## src/rtl/alu_pkg.sv

```systemverilog
// Shared opcode and state encodings for the sequential ALU.
// Opcode values match the original combinational 8-bit ALU.
package alu_pkg;

    typedef enum logic [3:0] {
        OP_AND   = 4'b1110,
        OP_OR    = 4'b1101,
        OP_NOT   = 4'b1100,
        OP_XOR   = 4'b1011,
        OP_ADD   = 4'b1010,
        OP_SUB   = 4'b1001,
        OP_PASS  = 4'b1000,
        OP_ZTEST = 4'b0111,
        OP_SHL   = 4'b0110,
        OP_SHR   = 4'b0101,
        OP_ASR   = 4'b0100,
        OP_MUL   = 4'b0011
    } opcode_t;

    typedef enum logic [1:0] {IDLE, ITER, DONE} state_t;

    function automatic logic is_shift(input logic [3:0] op);
        return (op == OP_SHL) || (op == OP_SHR) || (op == OP_ASR);
    endfunction

endpackage

```

## src/rtl/alu_core.sv

```systemverilog
// Combinational single-cycle ALU operations (logic, add/sub, zero test).
// Shift and multiply codes return zero here; alu_seq iterates those.
module alu_core
    import alu_pkg::*;
#(
    parameter int WIDTH = 8
) (
    input  logic [3:0]       s,
    input  logic [WIDTH-1:0] a,
    input  logic [WIDTH-1:0] b,
    output logic [WIDTH-1:0] r,
    output logic             c,
    output logic             v
);

    logic [WIDTH:0] sum;
    logic [WIDTH:0] diff;

    assign sum  = {1'b0, a} + {1'b0, b};
    assign diff = {1'b0, a} - {1'b0, b};

    always_comb begin
        r = '0;
        c = 1'b0;
        v = 1'b0;
        case (s)
            OP_AND:   r = a & b;
            OP_OR:    r = a | b;
            OP_NOT:   r = ~a;
            OP_XOR:   r = a ^ b;
            OP_PASS:  r = a;
            OP_ZTEST: r = {{(WIDTH-1){1'b0}}, (a == '0)};
            OP_ADD: begin
                r = sum[WIDTH-1:0];
                c = sum[WIDTH];
                v = (a[WIDTH-1] == b[WIDTH-1]) && (sum[WIDTH-1] != a[WIDTH-1]);
            end
            // diff[WIDTH] is the borrow out, set exactly when a < b unsigned
            OP_SUB: begin
                r = diff[WIDTH-1:0];
                c = diff[WIDTH];
                v = (a[WIDTH-1] != b[WIDTH-1]) && (diff[WIDTH-1] != a[WIDTH-1]);
            end
            default: ;
        endcase
    end

endmodule

```

## src/rtl/alu_seq.sv

```systemverilog
// Registered ALU with start/busy/done handshake; shifts run one bit per
// cycle and multiply is an unsigned shift-add over WIDTH cycles.
module alu_seq
    import alu_pkg::*;
#(
    parameter int WIDTH = 8
) (
    input  logic             clk,
    input  logic             rst,
    input  logic             start,
    input  logic [3:0]       s,
    input  logic [WIDTH-1:0] a,
    input  logic [WIDTH-1:0] b,
    output logic             busy,
    output logic             done,
    output logic [WIDTH-1:0] r,
    output logic             c,
    output logic             v,
    output logic             z,
    output logic             n
);

    localparam int SHW = $clog2(WIDTH);
    localparam int CW  = $clog2(WIDTH + 1);

    state_t             state, state_nxt;
    logic [3:0]         op;
    logic [2*WIDTH-1:0] acc, acc_step;
    logic [WIDTH-1:0]   mc;
    logic [CW-1:0]      cnt;
    logic               sc, sc_step;
    logic [WIDTH:0]     mul_sum;

    logic [WIDTH-1:0]   core_r, one_r, fin_r;
    logic               core_c, core_v, one_c, one_v, fin_c;
    logic [SHW-1:0]     k;
    logic               iter_op, last_step;

    alu_core #(.WIDTH(WIDTH)) u_core (
        .s (s),
        .a (a),
        .b (b),
        .r (core_r),
        .c (core_c),
        .v (core_v)
    );

    assign k         = b[SHW-1:0];
    assign iter_op   = (is_shift(s) && (k != '0)) || (s == OP_MUL);
    assign last_step = (cnt == CW'(1));
    assign busy      = (state != IDLE);
    assign done      = (state == DONE);

    // A shift by zero completes immediately with r=a and nothing shifted out
    assign one_r = is_shift(s) ? a    : core_r;
    assign one_c = is_shift(s) ? 1'b0 : core_c;
    assign one_v = is_shift(s) ? 1'b0 : core_v;

    // Multiply keeps the partial product high and the multiplier low in acc
    always_comb begin
        acc_step = acc;
        sc_step  = sc;
        mul_sum  = {1'b0, acc[2*WIDTH-1:WIDTH]} + (acc[0] ? {1'b0, mc} : {(WIDTH+1){1'b0}});
        case (op)
            OP_SHL: begin
                acc_step[WIDTH-1:0] = {acc[WIDTH-2:0], 1'b0};
                sc_step = acc[WIDTH-1];
            end
            OP_SHR: begin
                acc_step[WIDTH-1:0] = {1'b0, acc[WIDTH-1:1]};
                sc_step = acc[0];
            end
            OP_ASR: begin
                acc_step[WIDTH-1:0] = {acc[WIDTH-1], acc[WIDTH-1:1]};
                sc_step = acc[0];
            end
            OP_MUL:  acc_step = {mul_sum, acc[WIDTH-1:1]};
            default: ;
        endcase
    end

    assign fin_r = acc_step[WIDTH-1:0];
    assign fin_c = (op == OP_MUL) ? (|acc_step[2*WIDTH-1:WIDTH]) : sc_step;

    always_ff @(posedge clk or posedge rst) begin
        if (rst) state <= IDLE;
        else     state <= state_nxt;
    end

    always_comb begin
        state_nxt = state;
        case (state)
            IDLE:    if (start) state_nxt = iter_op ? ITER : DONE;
            ITER:    if (last_step) state_nxt = DONE;
            DONE:    state_nxt = IDLE;
            default: state_nxt = IDLE;
        endcase
    end

    // Outputs only change on the transition into DONE, so r never shows partial work
    always_ff @(posedge clk or posedge rst) begin
        if (rst) begin
            r   <= '0;
            c   <= 1'b0;
            v   <= 1'b0;
            z   <= 1'b0;
            n   <= 1'b0;
            op  <= '0;
            acc <= '0;
            mc  <= '0;
            cnt <= '0;
            sc  <= 1'b0;
        end else if (state == IDLE && start) begin
            op <= s;
            if (iter_op) begin
                acc <= (s == OP_MUL) ? {{WIDTH{1'b0}}, b} : {{WIDTH{1'b0}}, a};
                mc  <= a;
                cnt <= (s == OP_MUL) ? CW'(WIDTH) : CW'(k);
                sc  <= 1'b0;
            end else begin
                r <= one_r;
                c <= one_c;
                v <= one_v;
                z <= (one_r == '0);
                n <= one_r[WIDTH-1];
            end
        end else if (state == ITER) begin
            acc <= acc_step;
            sc  <= sc_step;
            cnt <= cnt - CW'(1);
            if (last_step) begin
                r <= fin_r;
                c <= fin_c;
                v <= 1'b0;
                z <= (fin_r == '0);
                n <= fin_r[WIDTH-1];
            end
        end
    end

endmodule

```

## config.mk

```make
export PLATFORM = sky130hd
export DESIGN_NAME = alu_seq
export DESIGN_NICKNAME = d
export VERILOG_FILES = /design/src/rtl/alu_pkg.sv /design/src/rtl/alu_core.sv /design/src/rtl/alu_seq.sv
export SDC_FILE = /design/constraint.sdc
export NUM_CORES = 1
export LEC_CHECK = 0
export ABC_AREA = 1
export CORE_ASPECT_RATIO = 0.9
export CORE_MARGIN = 5
export CORE_UTILIZATION = 50
export DETAILED_ROUTE_END_ITERATION = 8
export PLACE_DENSITY = 0.7
export SKIP_LAST_GASP = 1
export SLEW_MARGIN = 20
export SYNTH_ARGS = -nofsm -noshare
export SYNTH_HDL_FRONTEND = slang
export SYNTH_SLANG_ARGS = --single-unit
```

## constraint.sdc

```tcl
create_clock -name clk -period 2.8 [get_ports clk]
set_clock_uncertainty 0.2 [all_clocks]
set_input_delay 0.56 -clock clk [delete_from_list [all_inputs] [get_ports clk]]
set_output_delay 0.56 -clock clk [all_outputs]
set_load 0.02 [all_outputs]
```

== Word-level counts from Yosys, hierarchy flattened ==
Index checks and enable logic that the tools add are counted.

* Register bits after elaboration: 47
* Output and inout port bits: 14
* Logic and storage cells: 113
* Input bits: 23

* Multiplexer cells: 46
* Bitwise gates (word level): 4
* Equal/unequal tests: 27
* Add/subtract/negate cells: 4
* Reduce and logical (&&, ||, !) cells: 21

{| class="wikitable"
|+ Operators with widths
! kind !! count
|-
| 8-bit 2-to-1 mux || 8
|-
| 8-bit one-hot mux with 8 select lines || 1
|-
| 16-bit 2-to-1 mux || 3
|-
| 8-bit one-hot mux with 4 select lines || 1
|-
| 4-bit by 3-bit equality test with 1-bit output, second input constant || 7
|-
| 4-bit equality test, second input constant || 7
|-
| 8-bit logical NOT || 3
|-
| 1-bit 2-to-1 mux || 22
|-
| 8-bit by 8-bit adder with 9-bit output || 2
|-
| 4-bit 2-to-1 mux || 4
|-
| 8-bit by 8-bit subtractor with 9-bit output || 1
|-
| 8-bit bitwise AND || 1
|-
| 4-bit by 2-bit equality test with 1-bit output, second input constant || 2
|-
| 2-bit inequality test, second input constant || 4
|-
| 8-bit NOT || 1
|-
| 8-bit OR || 1
|-
| 8-bit OR reduction || 1
|-
| 8-bit bitwise XOR || 1
|-
| 2-bit 2-to-1 mux || 3
|-
| 1-bit one-hot mux with 2 select lines || 3
|-
| 2-bit AND reduction || 3
|-
| 2-bit nonzero test || 3
|-
| 4-bit by 1-bit equality test with 1-bit output, second input constant || 1
|-
| 1-bit logical AND || 4
|-
| other kinds (11) || 15
|}

== Logic depth before layout (Yosys ltp) ==
Gate-level depths: netlist (run 1).

* Depth after elaboration: 8
* Mapped depth: 16
* Depth with buffers taken out: 15

== Cells and area by module ==
A second synthesis (run 1) with hierarchy kept.

* Cell total of the unflattened synthesis: 692
* Area, all modules: 4536.9 um^2

{| class="wikitable"
|+ Modules (own cells, without submodules)
! module !! area each (um^2) !! times used !! seq. area each (um^2) !! cells each
|-
| alu_seq || 3076.7 || 1 || 1151.1 || 441
|-
| alu_core || 1460.2 || 1 || 0.0 || 251
|}

== Least setup slack after synthesis (run 1) ==
No wires, ideal clock.

* Kind: register -> register
* Start: register acc[0]
* End: register c
* Data required time: 2478 ps
* Clock period less this slack: 2466 ps
* Setup slack: 334 ps
* Library setup time: 122 ps
* Path buffers: 1
* Arrival: 2144 ps
* Cell stages (with the launch flop): 15
* Cells stage by stage: dfrtp_1 > clkbuf_1 > nand2_1 > inv_1 > ha_1 > inv_1 > fa_1 > nand3b_1 > nand2_1 > a21oi_1 > xor2_1 > o21ai_0 > nand3_1 > nand2_1 > a21oi_1

* Word-level cells in the longest chain between the ends: 8
* Elaborated cells on any way between the ends: 9
* Classes of those cells: add/sub: 1; mux: 7; reduce/logical: 1

{| class="wikitable"
|+ RTL lines
! what !! line !! text
|-
| start, declared || alu_seq.sv:28 || <nowiki>logic [2*WIDTH-1:0] acc, acc_step;</nowiki>
|-
| start signal, assigned || alu_seq.sv:116 || <nowiki>acc <= (s == OP_MUL) ? {{WIDTH{1'b0}}, b} : {{WIDTH{1'b0}}, a};</nowiki>
|-
| start signal, assigned || alu_seq.sv:128 || <nowiki>acc <= acc_step;</nowiki>
|-
| 8-bit 2-to-1 mux || alu_seq.sv:63 || <nowiki>mul_sum = {1'b0, acc[2*WIDTH-1:WIDTH]} + (acc[0] ? {1'b0, mc} : {(WIDTH+1){1'b0}});</nowiki>
|-
| 8-bit by 8-bit adder with 9-bit output || alu_seq.sv:63 ||
|-
| 8-bit 2-to-1 mux || alu_seq.sv:64 || <nowiki>case (op)</nowiki>
|-
| 8-bit OR reduction || alu_seq.sv:83 || <nowiki>assign fin_c = (op == OP_MUL) ? (|acc_step[2*WIDTH-1:WIDTH]) : sc_step;</nowiki>
|-
| 1-bit 2-to-1 mux (*) || alu_seq.sv:83 ||
|-
| 1-bit 2-to-1 mux (*) || alu_seq.sv:131 || <nowiki>if (last_step) begin</nowiki>
|-
| 1-bit 2-to-1 mux (*) || alu_seq.sv:127 || <nowiki>end else if (state == ITER) begin</nowiki>
|-
| 1-bit 2-to-1 mux (*) || alu_seq.sv:113 || <nowiki>end else if (state == IDLE && start) begin</nowiki>
|-
| end signal, assigned || alu_seq.sv:122 || <nowiki>c <= one_c;</nowiki>
|-
| end signal, assigned || alu_seq.sv:133 || <nowiki>c <= fin_c;</nowiki>
|-
| end, declared || alu_seq.sv:17 || <nowiki>output logic c,</nowiki>
|}

Every way passes the cells marked *; elsewhere a longest branch is shown, timed or not. The select of a mux whose other input is x is not followed.
A chain may end at the register's enable or synchronous reset.

== Worst setup path after layout (run 1) ==
* Start: input port b[3]
* End: register z

* Word-level cells in the longest chain between the ends: 6
* Elaborated cells on any way between the ends: 10
* Classes of those cells: add/sub: 2; mux: 4; bitwise: 3; reduce/logical: 1

{| class="wikitable"
|+ RTL lines
! what !! line !! text
|-
| start, declared || alu_seq.sv:13 || <nowiki>input logic [WIDTH-1:0] b,</nowiki>
|-
| 8-bit by 8-bit subtractor with 9-bit output, or another cell as far along || alu_core.sv:20 || <nowiki>assign diff = {1'b0, a} - {1'b0, b};</nowiki>
|-
| 8-bit one-hot mux with 8 select lines (*) || alu_core.sv:26 || <nowiki>case (s)</nowiki>
|-
| 8-bit 2-to-1 mux (*) || alu_seq.sv:55 || <nowiki>assign one_r = is_shift(s) ? a : core_r;</nowiki>
|-
| 8-bit logical NOT (*) || alu_seq.sv:124 || <nowiki>z <= (one_r == '0);</nowiki>
|-
| 1-bit 2-to-1 mux (*) || alu_seq.sv:115 || <nowiki>if (iter_op) begin</nowiki>
|-
| 1-bit 2-to-1 mux (*) || alu_seq.sv:113 ||
|-
| end signal, assigned || alu_seq.sv:124 ||
|-
| end signal, assigned || alu_seq.sv:135 || <nowiki>z <= (fin_r == '0);</nowiki>
|-
| end, declared || alu_seq.sv:19 || <nowiki>output logic z,</nowiki>
|}

Marks and branches as above.

==> results of run 1 <==
cells in the mapped netlist (all sizes together), types with 2 or more instances:
| library cell | n | area share [%] |
|---|---|---|
| fa | 3 | 1.4 |
| a32o | 2 | 0.47 |
| o22ai | 14 | 2.1 |
| a31oi | 6 | 0.88 |
| nor3 | 3 | 0.47 |
| ha | 34 | 10 |
| a22o | 3 | 0.62 |
| xor2 | 5 | 1.0 |
| clkbuf | 3 | 0.26 |
| o21ai | 49 | 5.8 |
| nand2 | 157 | 14 |
| dfrtp | 46 | 27 |
| buf | 11 | 1.5 |
| a21oi | 27 | 3.3 |
| nand3 | 61 | 7.4 |
| nand4 | 13 | 1.9 |
| nor2 | 99 | 9.7 |
| or2 | 2 | 0.29 |
| o211ai | 3 | 0.53 |
| a22oi | 5 | 0.88 |
| inv | 99 | 8.7 |
where the power goes:
| part | leakage [nW] | internal, mW | switching (mW) |
|---|---|---|---|
| Clock | 0.0714 | 0.381 | 0.232 |
| Combinational | 2.20 | 0.935 | 1.44 |
| Sequential | 0.569 | 0.963 | 0.202 |
| Total | 2.84 | 2.28 | 1.87 |
critical path: stages:
cell and delay (ps):
sky130_fd_sc_hd__clkdlybuf4s50_1 470, sky130_fd_sc_hd__inv_1 60, sky130_fd_sc_hd__ha_2 430, sky130_fd_sc_hd__inv_1 80, sky130_fd_sc_hd__a21oi_1 230, sky130_fd_sc_hd__nand3_1 120, sky130_fd_sc_hd__nand3_1 120, sky130_fd_sc_hd__nand3_2 100
sky130_fd_sc_hd__nor2_1 120, sky130_fd_sc_hd__nand2_1 70, sky130_fd_sc_hd__nor2_2 90, sky130_fd_sc_hd__nand4_1 90, sky130_fd_sc_hd__a21oi_1 180
flip-flops by register name, indices dropped and copies added, names as in the netlist:
signal and cells:
cnt 4, v 1, sc 1, r 8, c 1, op 4, acc 16, mc 8
z 1, state 2
layer usage:
layer	track usage [%]	vias up
met5	0	-
met4	9.93	0
met3	3.06	27
met2	42.1	152
met1	36.0	2098
li1	-	2344
area by class of cell:
class	instances	share of cell area, %
Clock buffer	6	1.52
Tap cell	119	2.75
Clock inverter	2	1.11
Timing Repair Buffer	108	17.0
Sequential cell	46	21.2
Inverter	100	6.93
Multi-Input combinational cell	495	49.5
final timing paths:
check | from | slack [ps] | to
setup / recovery | b[3] | 80 | z$_DFFE_PP0P_
hold / removal | mc[6]$_DFFE_PP0P_ | 300 | mc[6]$_DFFE_PP0P_
setup reg to reg | acc[0]$_DFFE_PP0P_ | 170 | c$_DFFE_PP0P_
hold reg to reg | mc[6]$_DFFE_PP0P_ | 300 | mc[6]$_DFFE_PP0P_
max in group asynchronous | rst | 1520 | mc[2]$_DFFE_PP0P_
min in group asynchronous | rst | 370 | op[2]$_DFFE_PP0P_
metrics by stage:
step,area (um^2),TNS (ps)
finish,5420,0
global route,5420,-63.6
CTS,5390,0
detailed placement,5250,-976
global placement,5250,-768
floorplan,4260,0
placed cells by master (no fill, tap or decap), drive strengths merged:
cell           synthesis  routed
clkdlybuf4s50          0      34
nand4                 13      13
nand2                157     157
a32o                   2       2
o22ai                 14      14
clkbuf                 3       6
nand3b                 1       1
bufinv                 0       2
o221ai                 1       1
dfrtp                 46      46
clkinv                 1       1
dlymetal6s2s           0       2
o311ai                 1       1
and2                   1       1
a22o                   3       3
xor2                   5       5
a21oi                 27      27
ha                    34      34
nor2                  99      99
or2                    2       2
xnor2                  1       1
a221oi                 1       1
o21ai                 49      49
nor3b                  1       1
nor3                   3       3
o2111ai                1       1
nand3                 61      61
fa                     3       3
o21bai                 1       1
a22oi                  5       5
inv                   99      99
a31oi                  6       6
o211ai                 3       3
buf                   11      72
logic make-up (layout without fill, tap and decap cells):
group / count (synthesis) / count (layout) / synth area share (%)
AOI/OAI and AO/OA: 114 / 114 / 15.5
xor gates and xnor gates: 6 / 6 / 1.23
DFF: 46 / 46 / 27.0
buffers and inverters: 114 / 216 / 10.5
and+or+nand+nor: 338 / 338 / 34.3
adders and majority gates: 37 / 37 / 11.4
==> results.rst, run 1 <==
.. list-table::
   :header-rows: 1

   * - Metric
     - Value
   * - Crit end category
     - flop
   * - CTS tree
     - built
   * - Hold violation total from the final report
     - 0
   * - H-tree level count
     - 2
   * - Core region area
     - 8450 um^2
   * - Depth of the worst register-to-register path
     - 15
   * - Count of buffers from port buffering
     - 36
   * - Final antenna diode count
     - 0
   * - Max VDD drop
     - 0.371 mV
   * - Final Util
     - approximately 64%
   * - Effective utilization at floorplan
     - 50.4%
   * - Number of sinks handled by clock tree synthesis
     - 46
   * - FF/Latch Area
     - ~1200 um^2
   * - Die Span Y
     - 97.6 um
   * - Number of flops mapped to enable cells by yosys
     - 0
   * - Maximum number of buffers from clock root to sink
     - 2
   * - Setup repair after global routing missed its margin
     - true
   * - Hold slack final
     - 296 ps
   * - Type of element launching the critical path
     - input port
   * - Pins over their slew limit
     - 0
   * - Area used by multi-input combinational logic
     - approximately 2700 um^2
   * - Overall power after layout
     - 4.15 mW
   * - Worst-Margin Slew
     - between 700 and 800 ps
   * - Worst slack at placement
     - -282 ps
   * - Worst hold path stage count
     - 2
   * - Synthesized Nets
     - 715
   * - Top FF cell, synth
     - sky130_fd_sc_hd__dfrtp_1
   * - Overflow left after global routing
     - 0
   * - Number of storage elements in the synthesis netlist
     - 46
   * - Clock-pin slew on the worst setup and hold paths
     - 90 ps
   * - Max Clk Rate
     - 368 MHz
   * - Vias
     - 4621
   * - Required time reported for the critical path endpoint
     - 2820 ps
   * - Detailed-routing wirelength on met1
     - 5980 um
   * - Status
     - completed
   * - Detail-routed via count per cell
     - 5.28
   * - Number of setup buffers added after CTS
     - 0
   * - Antenna violations before repair
     - 0
   * - Cell Pwr Density
     - 766 nW/um^2
   * - Leakage
     - 2.84 nW
   * - Worst hold-check path type
     - flop to flop
   * - CTS resizes
     - 0
   * - Post-detailed-route DRC marker count
     - 0
   * - Worst slew margin relative to its limit
     - 50.5%
   * - Crit path DAT
     - 2740 ps
   * - Highest signal layer in the routed design
     - met4
   * - Max FO, Critical Path
     - 9
   * - Avg Inst Size Synth
     - 6.50 um^2
   * - Worst-case setup margin in the final layout
     - a little over 80 ps
   * - Average routed wire per standard cell
     - 15.3 um
   * - Yosys cell types
     - 41
   * - NumNets Final
     - 816
   * - Global-route wire length before repair
     - about 22000 um
   * - Largest net degree at the start of global routing
     - 29
   * - Fillers
     - 783
   * - Critical path class
     - input port to flop
   * - Total Routed Length
     - 13400 um
   * - Via count of the first global-routing pass
     - 4532
   * - Proportion of register bits with asynchronous set or reset after synthesis
     - between 90% and 100%
   * - Placer's final routability congestion estimate
     - 0.963
   * - Placed wire-length estimate after detailed placement
     - 11100 um
   * - Share of cells above drive strength 1
     - 15.6%
   * - Antenna violation net count after detailed routing
     - 0
   * - Gr usage total
     - about a quarter
   * - Buffer type at the clock tree root
     - sky130_fd_sc_hd__clkbuf_8
   * - Hold-fix buffers at CTS
     - 0
   * - Die ar.
     - approximately 10000 um^2
   * - Summed instance area of the synthesized netlist
     - 4260 um^2
   * - Placement Rows
     - 32
   * - Synthesis Warnings
     - 0
   * - Routed length on met3
     - roughly 830 um
   * - Area delta synth->final
     - 27.2%
   * - Synthesized netlist cell count
     - 655
   * - Detailed route wirelength on metal2
     - a little over 6000 um
   * - Final non-filler cell total
     - 876
   * - Crit share post-route
     - about 97%
   * - Tmin final
     - 2720 ps
   * - Placed insts
     - between 800 and 900
   * - Clock buffers created by TritonCTS
     - 5
   * - I/O pins
     - 37
   * - Fraction of the yosys area taken by sequential cells
     - 27.0%
   * - Endpoints failing setup
     - 0
   * - Number of design-rule violations left by the first detailed-router iteration
     - 292
   * - Clock latency on the worst-skew pair
     - 300 ps
   * - Horizontal die dimension
     - 107 um
   * - Detailed-router iteration count before antenna repair
     - 5
   * - Number of maximum-capacitance constraint violations
     - 0
No activity file was read; power rests on OpenSTA's default activity.
==> run 2: changes to the inputs <==
Settings changed: CTS_CLUSTER_DIAMETER set to 30.
==> results of run 2 <==
Same layout as run 1: the final DEF is identical, and so are final timing and power.
